`src/rtl/VX_gpu_pkg.sv`:
```
// Shared types and helpers for the CSR request arbiter.
package VX_gpu_pkg;

    // Arbiter FSM states
    typedef enum logic [1:0] {
        CSR_ARB_IDLE  = 2'd0,
        CSR_ARB_DRAIN = 2'd1,
        CSR_ARB_LOCK  = 2'd2
    } csr_arb_state_e;

    // Width of a requester index; a single requester still gets one bit.
    function automatic int unsigned req_idx_w(input int unsigned n);
        return (n > 1) ? $clog2(n) : 1;
    endfunction

endpackage

```
`src/rtl/VX_rr_pick.sv`:
```
// Combinational round-robin picker: first set bit of i_valid at or above
// i_ptr, wrapping modulo NUM_REQS.
module VX_rr_pick
    import VX_gpu_pkg::*;
#(
    parameter int unsigned NUM_REQS = 4,
    localparam int unsigned IDX_W = req_idx_w(NUM_REQS)
) (
    input  logic [NUM_REQS-1:0] i_valid,
    input  logic [IDX_W-1:0]    i_ptr,
    output logic [IDX_W-1:0]    o_idx,
    output logic                o_found
);

    int unsigned    w_pos;
    logic [IDX_W-1:0] w_cand;

    // Scan from the pointer upward; the first valid candidate wins.
    always_comb begin
        o_found = 1'b0;
        o_idx   = '0;
        w_pos   = 0;
        w_cand  = '0;
        for (int i = 0; i < NUM_REQS; i++) begin
            w_pos = 32'(i_ptr) + 32'(i);
            if (w_pos >= NUM_REQS) begin
                w_pos = w_pos - NUM_REQS;
            end
            w_cand = IDX_W'(w_pos);
            if (!o_found && i_valid[w_cand]) begin
                o_found = 1'b1;
                o_idx   = w_cand;
            end
        end
    end

endmodule

```
`src/rtl/csr_req_arbiter.sv`:
```
// Round-robin arbiter sharing one CSR unit among several issue requesters.
// Grants are held from sop to eop so split instructions stay contiguous, and
// FPU CSR accesses wait until their warp has drained.
module csr_req_arbiter
    import VX_gpu_pkg::*;
#(
    parameter int unsigned NUM_REQS = 4,
    parameter int unsigned DATAW    = 128,
    parameter int unsigned WID_W    = 4,
    parameter int unsigned CNT_W    = 32,
    localparam int unsigned IDX_W   = req_idx_w(NUM_REQS)
) (
    input  logic                      clk,
    input  logic                      reset,
    input  logic [NUM_REQS-1:0]       req_valid,
    output logic [NUM_REQS-1:0]       req_ready,
    input  logic [NUM_REQS*DATAW-1:0] req_data,
    input  logic [NUM_REQS*WID_W-1:0] req_wid,
    input  logic [NUM_REQS-1:0]       req_fpu,
    input  logic [NUM_REQS-1:0]       req_sop,
    input  logic [NUM_REQS-1:0]       req_eop,
    output logic [WID_W-1:0]          alm_empty_wid,
    input  logic                      alm_empty,
    output logic                      out_valid,
    input  logic                      out_ready,
    output logic [DATAW-1:0]          out_data,
    output logic [IDX_W-1:0]          out_idx,
    output logic                      busy,
    output logic [CNT_W-1:0]          perf_drain_cycles
);

    csr_arb_state_e   r_state;
    csr_arb_state_e   w_state_nxt;
    logic [IDX_W-1:0] r_grant_idx;
    logic [IDX_W-1:0] w_grant_nxt;
    logic [IDX_W-1:0] r_rr_ptr;
    logic [IDX_W-1:0] w_rr_nxt;
    logic [CNT_W-1:0] r_perf;
    logic [CNT_W-1:0] w_perf_nxt;

    logic [IDX_W-1:0]    w_win_idx;
    logic                w_win_found;
    logic [IDX_W-1:0]    w_sel;
    logic [NUM_REQS-1:0] w_sel_oh;
    logic                w_fwd;
    logic                w_hs;
    logic                w_sel_eop;

    logic [DATAW-1:0] w_data_arr [NUM_REQS];
    logic [WID_W-1:0] w_wid_arr  [NUM_REQS];

    // sop is implied by the grant lock and carries no extra information here
    logic w_unused_sop;
    assign w_unused_sop = ^req_sop;

    for (genvar g = 0; g < NUM_REQS; g++) begin : g_unpack
        assign w_data_arr[g] = req_data[g*DATAW +: DATAW];
        assign w_wid_arr[g]  = req_wid[g*WID_W +: WID_W];
    end

    VX_rr_pick #(
        .NUM_REQS (NUM_REQS)
    ) u_rr_pick (
        .i_valid (req_valid),
        .i_ptr   (r_rr_ptr),
        .o_idx   (w_win_idx),
        .o_found (w_win_found)
    );

    function automatic logic [IDX_W-1:0] wrap_inc(input logic [IDX_W-1:0] idx);
        if (32'(idx) >= NUM_REQS - 1) begin
            return '0;
        end
        return idx + 1'b1;
    endfunction

    // In IDLE the live winner (or rr_ptr when nobody is valid) drives the
    // datapath; otherwise the latched grant does.
    assign w_sel = (r_state == CSR_ARB_IDLE) ? (w_win_found ? w_win_idx : r_rr_ptr)
                                             : r_grant_idx;
    assign w_sel_oh  = NUM_REQS'(1) << w_sel;
    assign w_sel_eop = req_eop[w_sel];

    // State register, pointers and drain counter with synchronous reset.
    always_ff @(posedge clk) begin
        if (!reset) begin
            r_state     <= CSR_ARB_IDLE;
            r_grant_idx <= '0;
            r_rr_ptr    <= '0;
            r_perf      <= '0;
        end else begin
            r_state     <= w_state_nxt;
            r_grant_idx <= w_grant_nxt;
            r_rr_ptr    <= w_rr_nxt;
            r_perf      <= w_perf_nxt;
        end
    end

    // Next-state logic: drain entry, lock on multi-packet, pointer advance on eop.
    always_comb begin
        w_state_nxt = r_state;
        w_grant_nxt = r_grant_idx;
        w_rr_nxt    = r_rr_ptr;
        w_perf_nxt  = r_perf;
        unique case (r_state)
            CSR_ARB_IDLE: begin
                if (w_win_found && req_fpu[w_win_idx] && !alm_empty) begin
                    w_grant_nxt = w_win_idx;
                    w_state_nxt = CSR_ARB_DRAIN;
                end else if (w_hs) begin
                    if (w_sel_eop) begin
                        w_rr_nxt = wrap_inc(w_win_idx);
                    end else begin
                        w_grant_nxt = w_win_idx;
                        w_state_nxt = CSR_ARB_LOCK;
                    end
                end
            end
            CSR_ARB_DRAIN: begin
                if (r_perf != '1) begin
                    w_perf_nxt = r_perf + 1'b1;
                end
                if (w_hs) begin
                    if (w_sel_eop) begin
                        w_rr_nxt    = wrap_inc(r_grant_idx);
                        w_state_nxt = CSR_ARB_IDLE;
                    end else begin
                        w_state_nxt = CSR_ARB_LOCK;
                    end
                end
            end
            CSR_ARB_LOCK: begin
                if (w_hs && w_sel_eop) begin
                    w_rr_nxt    = wrap_inc(r_grant_idx);
                    w_state_nxt = CSR_ARB_IDLE;
                end
            end
            default: begin
                w_state_nxt = CSR_ARB_IDLE;
            end
        endcase
    end

    // Outputs: forwarding is gated by reset so nothing leaks while it is held.
    always_comb begin
        w_fwd = 1'b0;
        unique case (r_state)
            CSR_ARB_IDLE:  w_fwd = w_win_found && (!req_fpu[w_sel] || alm_empty);
            CSR_ARB_DRAIN: w_fwd = req_valid[w_sel] && alm_empty;
            CSR_ARB_LOCK:  w_fwd = req_valid[w_sel];
            default:       w_fwd = 1'b0;
        endcase
        out_valid         = reset && w_fwd;
        w_hs              = out_valid && out_ready;
        req_ready         = w_hs ? w_sel_oh : '0;
        out_data          = w_data_arr[w_sel];
        out_idx           = w_sel;
        alm_empty_wid     = w_wid_arr[w_sel];
        busy              = (r_state != CSR_ARB_IDLE);
        perf_drain_cycles = r_perf;
    end

    // A granted requester must not withdraw mid-transaction.
    a_hold_valid: assert property (@(posedge clk) disable iff (!reset)
        (r_state != CSR_ARB_IDLE) |-> req_valid[r_grant_idx])
        else $error("csr_req_arbiter: granted requester dropped valid");

endmodule

```
`config.mk`:
```
export PLATFORM = sky130hd
export DESIGN_NAME = csr_req_arbiter
export DESIGN_NICKNAME = d
export VERILOG_FILES = /design/src/rtl/VX_gpu_pkg.sv /design/src/rtl/VX_rr_pick.sv /design/src/rtl/csr_req_arbiter.sv
export SDC_FILE = /design/constraint.sdc
export NUM_CORES = 1
export LEC_CHECK = 0
export BUFFER_PORTS_ARGS = -buffer_cell sky130_fd_sc_hd__buf_4
export CELL_PAD_IN_SITES_DETAIL_PLACEMENT = 1
export CELL_PAD_IN_SITES_GLOBAL_PLACEMENT = 2
export CORE_AREA = 2 2 284 286
export CTS_CLUSTER_SIZE = 14
export DETAILED_ROUTE_END_ITERATION = 7
export DIE_AREA = 0 0 286 288
export PLACE_DENSITY_LB_ADDON = 0.2
export REMOVE_ABC_BUFFERS = 1
export SLEW_MARGIN = 20
export SYNTH_ARGS = -nofsm -noshare
export SYNTH_HDL_FRONTEND = slang
export SYNTH_SLANG_ARGS = --single-unit
```
`constraint.sdc`:
```
create_clock -name clk -period 3.6 [get_ports clk]
set_clock_uncertainty 0.2 [all_clocks]
set_input_delay 0.18 -clock clk [delete_from_list [all_inputs] [get_ports clk]]
set_output_delay 0.18 -clock clk [all_outputs]
set_load 0.005 [all_outputs]
```
Word-level counts from Yosys, hierarchy flattened
Index checks and enable logic that the tools add are counted.
{"block": "op_classes", "n_addsub": 10, "n_lt_le_gt_ge": 13, "n_eq_ne": 12, "n_shift": 1, "muxes": 71, "bitwise": 1, "reduce_logical": 24}
{"operator": "128-bit binary-select mux with 2-bit select", "count": 1}
{"operator": "128-bit two-way mux", "count": 2}
{"operator": "2-bit two-way mux", "count": 30}
{"operator": "32-bit by 1-bit adder with 32-bit output, second input constant", "count": 1}
{"operator": "32-bit inequality test, second input constant", "count": 1}
{"operator": "1-bit two-way mux", "count": 23}
{"operator": "2-bit by 3-bit < comparator with 1-bit output, second input constant", "count": 6}
{"operator": "1-bit binary-select mux with 2-bit select", "count": 8}
{"operator": "3-bit >= comparator, second input constant", "count": 4}
{"operator": "4-bit two-way mux", "count": 3}
{"operator": "2-bit inequality test, second input constant", "count": 6}
{"operator": "2-bit case mux with 3 select lines", "count": 2}
{"operator": "1-bit logical AND", "count": 10}
{"operator": "4-bit binary-select mux with 2-bit select", "count": 1}
{"operator": "2-bit by 1-bit subtractor with 2-bit output, second input constant", "count": 4}
{"operator": "7-bit AND reduction", "count": 1}
{"operator": "2-bit by 2-bit adder with 3-bit output, second input constant", "count": 2}
{"operator": "3-bit by 2-bit inequality test with 1-bit output, second input constant", "count": 2}
{"operator": "1-bit zero test", "count": 5}
{"operator": "2-bit by 1-bit adder with 2-bit output, second input constant", "count": 2}
{"operator": "2-bit >= comparator, second input constant", "count": 2}
{"operator": "4-bit AND reduction", "count": 1}
{"operator": "2-bit nonzero test", "count": 2}
{"operator": "1-bit by 2-bit << shifter with 4-bit output, first input constant", "count": 1}
{"operator": "12 further kinds", "count": 12}
{"block": "totals", "reg_bits": 38, "in_bits": 548, "output_inout_bits": 172, "wordCells": 136}

Logic depth before layout (Yosys ltp)
{"block": "logic_depth", "word_depth": 32, "depth_mapped": 12, "mapped_depth_nobuf": 11}

Modules after synthesis
A second synthesis with hierarchy kept.
{"block": "hier_totals", "cells_unflattened": 448, "area_unflattened_um2": 5436.5}
{"module": "csr_req_arbiter", "instances": 1, "cells_per_inst": 433, "area_each_um2": 5358.9, "seq_area_each_um2": 760.7}
{"module": "VX_rr_pick", "instances": 1, "cells_per_inst": 15, "area_each_um2": 77.6, "seq_area_each_um2": 0.0}

Least setup slack after synthesis
No wires, ideal clock.
{"block": "synth_path", "path_type": "register to register", "from": "register r_state[0]", "to": "register r_rr_ptr[0]", "setup_time_ns": 0.072, "t_arrival_ns": 2.399, "path_slack_ns": 0.929, "path_stages_with_launch": 12, "path_cell_list": "dfxtp_1 inv_1 ha_1 clkbuf_1 nand3_1 o221ai_2 inv_2 mux2i_1 o221ai_2 a21oi_2 a211oi_2 mux2i_1"}
{"block": "synth_via", "elab_chain_cells": 13, "word_cells_on_any_way": 27, "cone_classes": "8 x eq/ne; 9 x mux; 10 x reduce/logical"}
{"element": "start: declaration", "line_no": "csr_req_arbiter.sv:32", "text": "csr_arb_state_e r_state;"}
{"element": "start signal: assignment", "line_no": "csr_req_arbiter.sv:92", "text": "r_state <= w_state_nxt;"}
{"element": "2-bit zero test", "line_no": "csr_req_arbiter.sv:79, csr_req_arbiter.sv:105, csr_req_arbiter.sv:147"}
{"element": "2-bit two-way mux", "line_no": "csr_req_arbiter.sv:79", "text": "assign w_sel = (r_state == CSR_ARB_IDLE) ? (w_win_found ? w_win_idx : r_rr_ptr)"}
{"element": "1-bit binary-select mux with 2-bit select", "line_no": "csr_req_arbiter.sv:148", "text": "CSR_ARB_IDLE: w_fwd = w_win_found && (!req_fpu[w_sel] || alm_empty);"}
{"element": "1-bit two-way mux (implied by the code)", "line_no": "csr_req_arbiter.sv:148"}
{"element": "1-bit zero test", "line_no": "csr_req_arbiter.sv:148"}
{"element": "1-bit logical OR", "line_no": "csr_req_arbiter.sv:148"}
{"element": "1-bit logical AND", "line_no": "csr_req_arbiter.sv:148"}
{"element": "1-bit case mux with 3 select lines", "line_no": "csr_req_arbiter.sv:147", "text": "unique case (r_state)"}
{"element": "1-bit logical AND", "line_no": "csr_req_arbiter.sv:153", "text": "out_valid = reset && w_fwd;"}
{"element": "1-bit logical AND", "line_no": "csr_req_arbiter.sv:154", "text": "w_hs = out_valid && out_ready;"}
{"element": "1-bit logical AND", "line_no": "csr_req_arbiter.sv:133", "text": "if (w_hs && w_sel_eop) begin"}
{"element": "2-bit inequality test (no line)"}
{"element": "7-bit AND reduction (no line)"}
{"element": "end signal: assignment", "line_no": "csr_req_arbiter.sv:94", "text": "r_rr_ptr <= w_rr_nxt;"}
{"element": "end: declaration", "line_no": "csr_req_arbiter.sv:36", "text": "logic [IDX_W-1:0] r_rr_ptr;"}
Parallel ways exist; a longest one is shown, timed or not. The select of a mux whose other input is x is not followed.
A chain may end at the register's enable or synchronous reset.

Final worst setup path
{"block": "layout_path", "from": "register r_state[0]", "to": "output out_data[24]"}
{"block": "layout_via", "elab_chain_cells": 6}
{"element": "2-bit zero test", "line_no": "csr_req_arbiter.sv:79"}
{"element": "2-bit two-way mux", "line_no": "csr_req_arbiter.sv:79"}
{"element": "2-bit inverter with 3-bit output (implied by the code)", "line_no": "csr_req_arbiter.sv:156", "text": "out_data = w_data_arr[w_sel];"}
{"element": "128-bit binary-select mux with 2-bit select", "line_no": "csr_req_arbiter.sv:156"}
{"element": "128-bit two-way mux (implied by the code) (2 in series)", "line_no": "csr_req_arbiter.sv:156"}
{"element": "end: declaration", "line_no": "csr_req_arbiter.sv:26", "text": "output logic [DATAW-1:0] out_data,"}
Every way passes these cells. The select of a mux whose other input is x is not followed.

==> results.py <==
metrics = {
    "drt": {
        "dr.pass1.iters": 4,
        "vias": 11100,
        "remaining_drc_errors": 0,
        "wire_per_inst_um": 22.1,
        "antenna_left": 0,
        "via_per_inst": 3.82,
        "drtIter0Drc": 409,
        "drt-total-wl_um": 64100,
    },
    "critical_path": {
        "rr_worst_depth": 9,
        "worstPathArrival_ns": 2.99,
        "rrSetupSlack_ns": 0.54,
        "r2r-start": "r_rr_ptr[1]$_SDFFE_PN0P_",
        "critPathMaxStageDelay_ns": 0.54,
        "cp_max_fo": 98,
        "crit_family": "buffers and inverters",
        "cp-end-kind": "output port",
        "cpMostUsedCell": "buf_4",
        "cpMaxStageDelayCell": "buf_4",
        "worst_setup_path_start_kind": "register",
        "path_class": "register to output port",
        "path_cells": "inv_1 > ha_1 > buf_4 > nand3_1 > o221ai_4 > buf_12 > buf_4 > a31oi_1 > buf_4",
        "path_buf_inv": 5,
        "r2r-end": "r_rr_ptr[0]$_SDFFE_PN0P_",
        "cp.required_ns": 3.22,
    },
    "logic_synthesis": {
        "synth-xor-area-share_pct": 3.25,
        "synthArstFlopShare_pct": 0,
        "synth_edf_count": 0,
        "syn_inst": 1173,
        "synth-seq-cells": 38,
        "muxShareOfSynthArea_pct": 2.30,
        "synth_top_family_by_area": "simple AND/OR/NAND/NOR gates",
        "ys.flop_type": "dfxtp_1",
        "synthAdderAreaFrac_pct": 1.16,
        "ys_seq_area_share_pct": 11.7,
        "yosys.area_share.simple_pct": 55.8,
        "avgSynthCellArea_sq_um": 5.52,
        "synth-compound-area-share_pct": 18.8,
        "yosysWarnings": 0,
        "ys_types": 58,
        "synthesis.area_sq_um": 6480,
    },
    "layout": {
        "drive_gt1_share_pct": 42.6,
        "fin_cells": 2899,
        "final_cell_mix": "buf_4 (741), nand2_1 (554), and3_1 (135)",
        "final_common_cell": "buf_4",
        "final_nets": 2387,
        "fin_util_pct": 16.8,
        "area_delta_synth_final_pct": 106,
        "fin_area_sq_um": 13300,
    },
    "sta": {
        "worst_pin_slew_ns": 0.633,
        "finalHoldViolCount": 0,
        "period_needed_ns": 3.37,
        "rsz0062_at_grt": "no",
        "fin_setup_tns_ns": 0,
        "final_max_slew_viol_count": 0,
        "fmax_mhz": 297,
        "holdWs_ns": 0.219,
        "setup_viol": 0,
        "setup_ws_ns": 0.230,
        "period_share_pct": 93.6,
        "maxSlewHeadroom_pct": 57.8,
    },
    "outcome": {
        "status": "completed",
    },
    "clock_network": {
        "hold_buffers": 0,
        "cts.path.max_buffers": 2,
        "clkLatencyLatePin_ns": 0.28,
        "tritoncts": "yes",
        "cts_resized": 0,
        "post_cts_buffers": 0,
        "cts_buffers": 5,
        "clock-root-buffer": "clkbuf_16",
        "cts_num_sinks": 38,
        "clkTransAtPathRegs_ns": 0.06,
        "htreeDepth": 2,
    },
    "placed_design": {
        "placed_area_sq_um": 13200,
        "pre_cts_ws_ns": 0.438,
        "place_inst": 2886,
        "gp_congestion": 0.832,
        "hpwl_um": 53800,
        "port_buffers": 715,
    },
    "die": {
        "dieArea_sq_um": 82400,
        "start_util_pct": 8.13,
        "die_x_um": 286,
        "row_count": 104,
        "ioPinCount": 720,
        "die_h_um": 288,
        "core_area_sq_um": 79600,
    },
    "pwr": {
        "pwr_density_cell_nw_per_um2": 762,
        "leakagePower_nw": 6.80,
        "total_power_mw": 10.2,
        "vdd_drop_max_mv": 0.574,
    },
    "min_path": {
        "hold_path_depth": 5,
        "worstHoldStart": "req_valid[3]",
        "hold_path.class": "input pin to register",
        "hold_end": "r_grant_idx[1]$_SDFFE_PN0P_",
    },
    "global_routing": {
        "grt_pass1_wl_um": 86600,
        "grt_use_total_pct": 14.4,
        "antenna_found_initial": 18,
        "grt_pass1_vias": 11600,
        "grt_max_degree": 99,
        "grt_overflow_total": 0,
    },
    "run": {
        "maxCapViolations": 0,
    },
}
==> Yosys cell counts (7+ instances only) <==
library cell    n  area share (%)
a31oi_1       133              13
and2_1         25             2.4
and3_1        135              13
buf_2          24             1.9
clkbuf_1       71             4.1
dfxtp_1        38              12
inv_1          10            0.58
mux2i_1        10             1.5
nand2_1       554              32
nand2b_1       10            0.97
nand3_1         8            0.62
nor2_1          8            0.46
nor3_1         17             1.3
nor4_1          8            0.77
o21ai_0        12            0.93
or3_1           8            0.77
xnor2_1         7            0.95
xor2_1         17             2.3
==> layer usage <==
| layer | share of wire [%] | up-vias | global-route usage [%] |
|---|---|---|---|
| met2 | 53 | 405 | 28.1 |
| met1 | 38 | 5302 | 16.1 |
| met3 | 7.1 | 39 | 3.78 |
| li1 | - | 5328 | - |
| met4 | 1.1 | 12 | 1.05 |
| met5 | 0.12 | - | 0 |
==> sequential cells by signal (all words and copies together) (netlist names) <==
register           flops
perf_drain_cycles     32
r_grant_idx            2
r_rr_ptr               2
r_state                2
==> worst register-to-register path: stages, from the launching register on <==
cell and delay, ns:
dfxtp_1 0.40, nand2b_1 0.18, o22ai_1 0.11, o41a_2 0.65, inv_8 0.23, mux2_4 0.35
o211ai_4 0.22, a21oi_2 0.11, a211oi_2 0.33, mux2i_1 0.22
==> logic make-up (layout without fill, tap and decap cells) <==
| kind of cell | count (synthesis) | count (layout) |
|---|---|---|
| compound gates | 183 | 183 |
| xor+xnor | 24 | 24 |
| fa+ha+maj | 6 | 6 |
| buf+inv | 110 | 771 |
| flops | 38 | 38 |
| mux | 13 | 13 |
| other cells | 0 | 5 |
| simple gates | 799 | 799 |
==> final cells by class <==
cell class                      count  area [sq um]
Multi-Input combinational cell   1025          5280
Tap cell                         1060          1330
Timing Repair Buffer              751          5760
Inverter                           12          55.1
Antenna cell                        5          12.5
Fill cell                        9856         66300
Clock inverter                      2          12.5
Clock buffer                        6           139
Sequential cell                    38           761
==> worst max-delay path by stage <==
| stage | start | endpoint | slack (ns) | cells after the start |
|---|---|---|---|---|
| floorplan | r_state[0]$_SDFFE_PN0P_ | r_rr_ptr[0]$_SDFFE_PN0P_ | -7.26 | 11 |
| finish | r_state[0]$_SDFFE_PN0P_ | out_data[24] | 0.23 | 9 |
| global placement | r_state[0]$_SDFFE_PN0P_ | out_data[37] | 0.53 | 12 |
| detailed placement | r_state[0]$_SDFFE_PN0P_ | out_data[37] | 0.44 | 12 |
| global route | r_state[0]$_SDFFE_PN0P_ | req_ready[3] | 0.009 | 13 |
| CTS | r_state[0]$_SDFFE_PN0P_ | out_data[37] | 0.15 | 12 |
==> power breakdown <==
group | switching [mW] | total, mW | internal [mW] | leakage [nW]
clock | 0.187 | 0.462 | 0.275 | 0.0729
sequential | 0.0370 | 0.485 | 0.448 | 0.307
combinational | 5.20 | 9.21 | 4.01 | 6.42
total | 5.43 | 10.2 | 4.74 | 6.80
(Power assumes the default switching activity.)
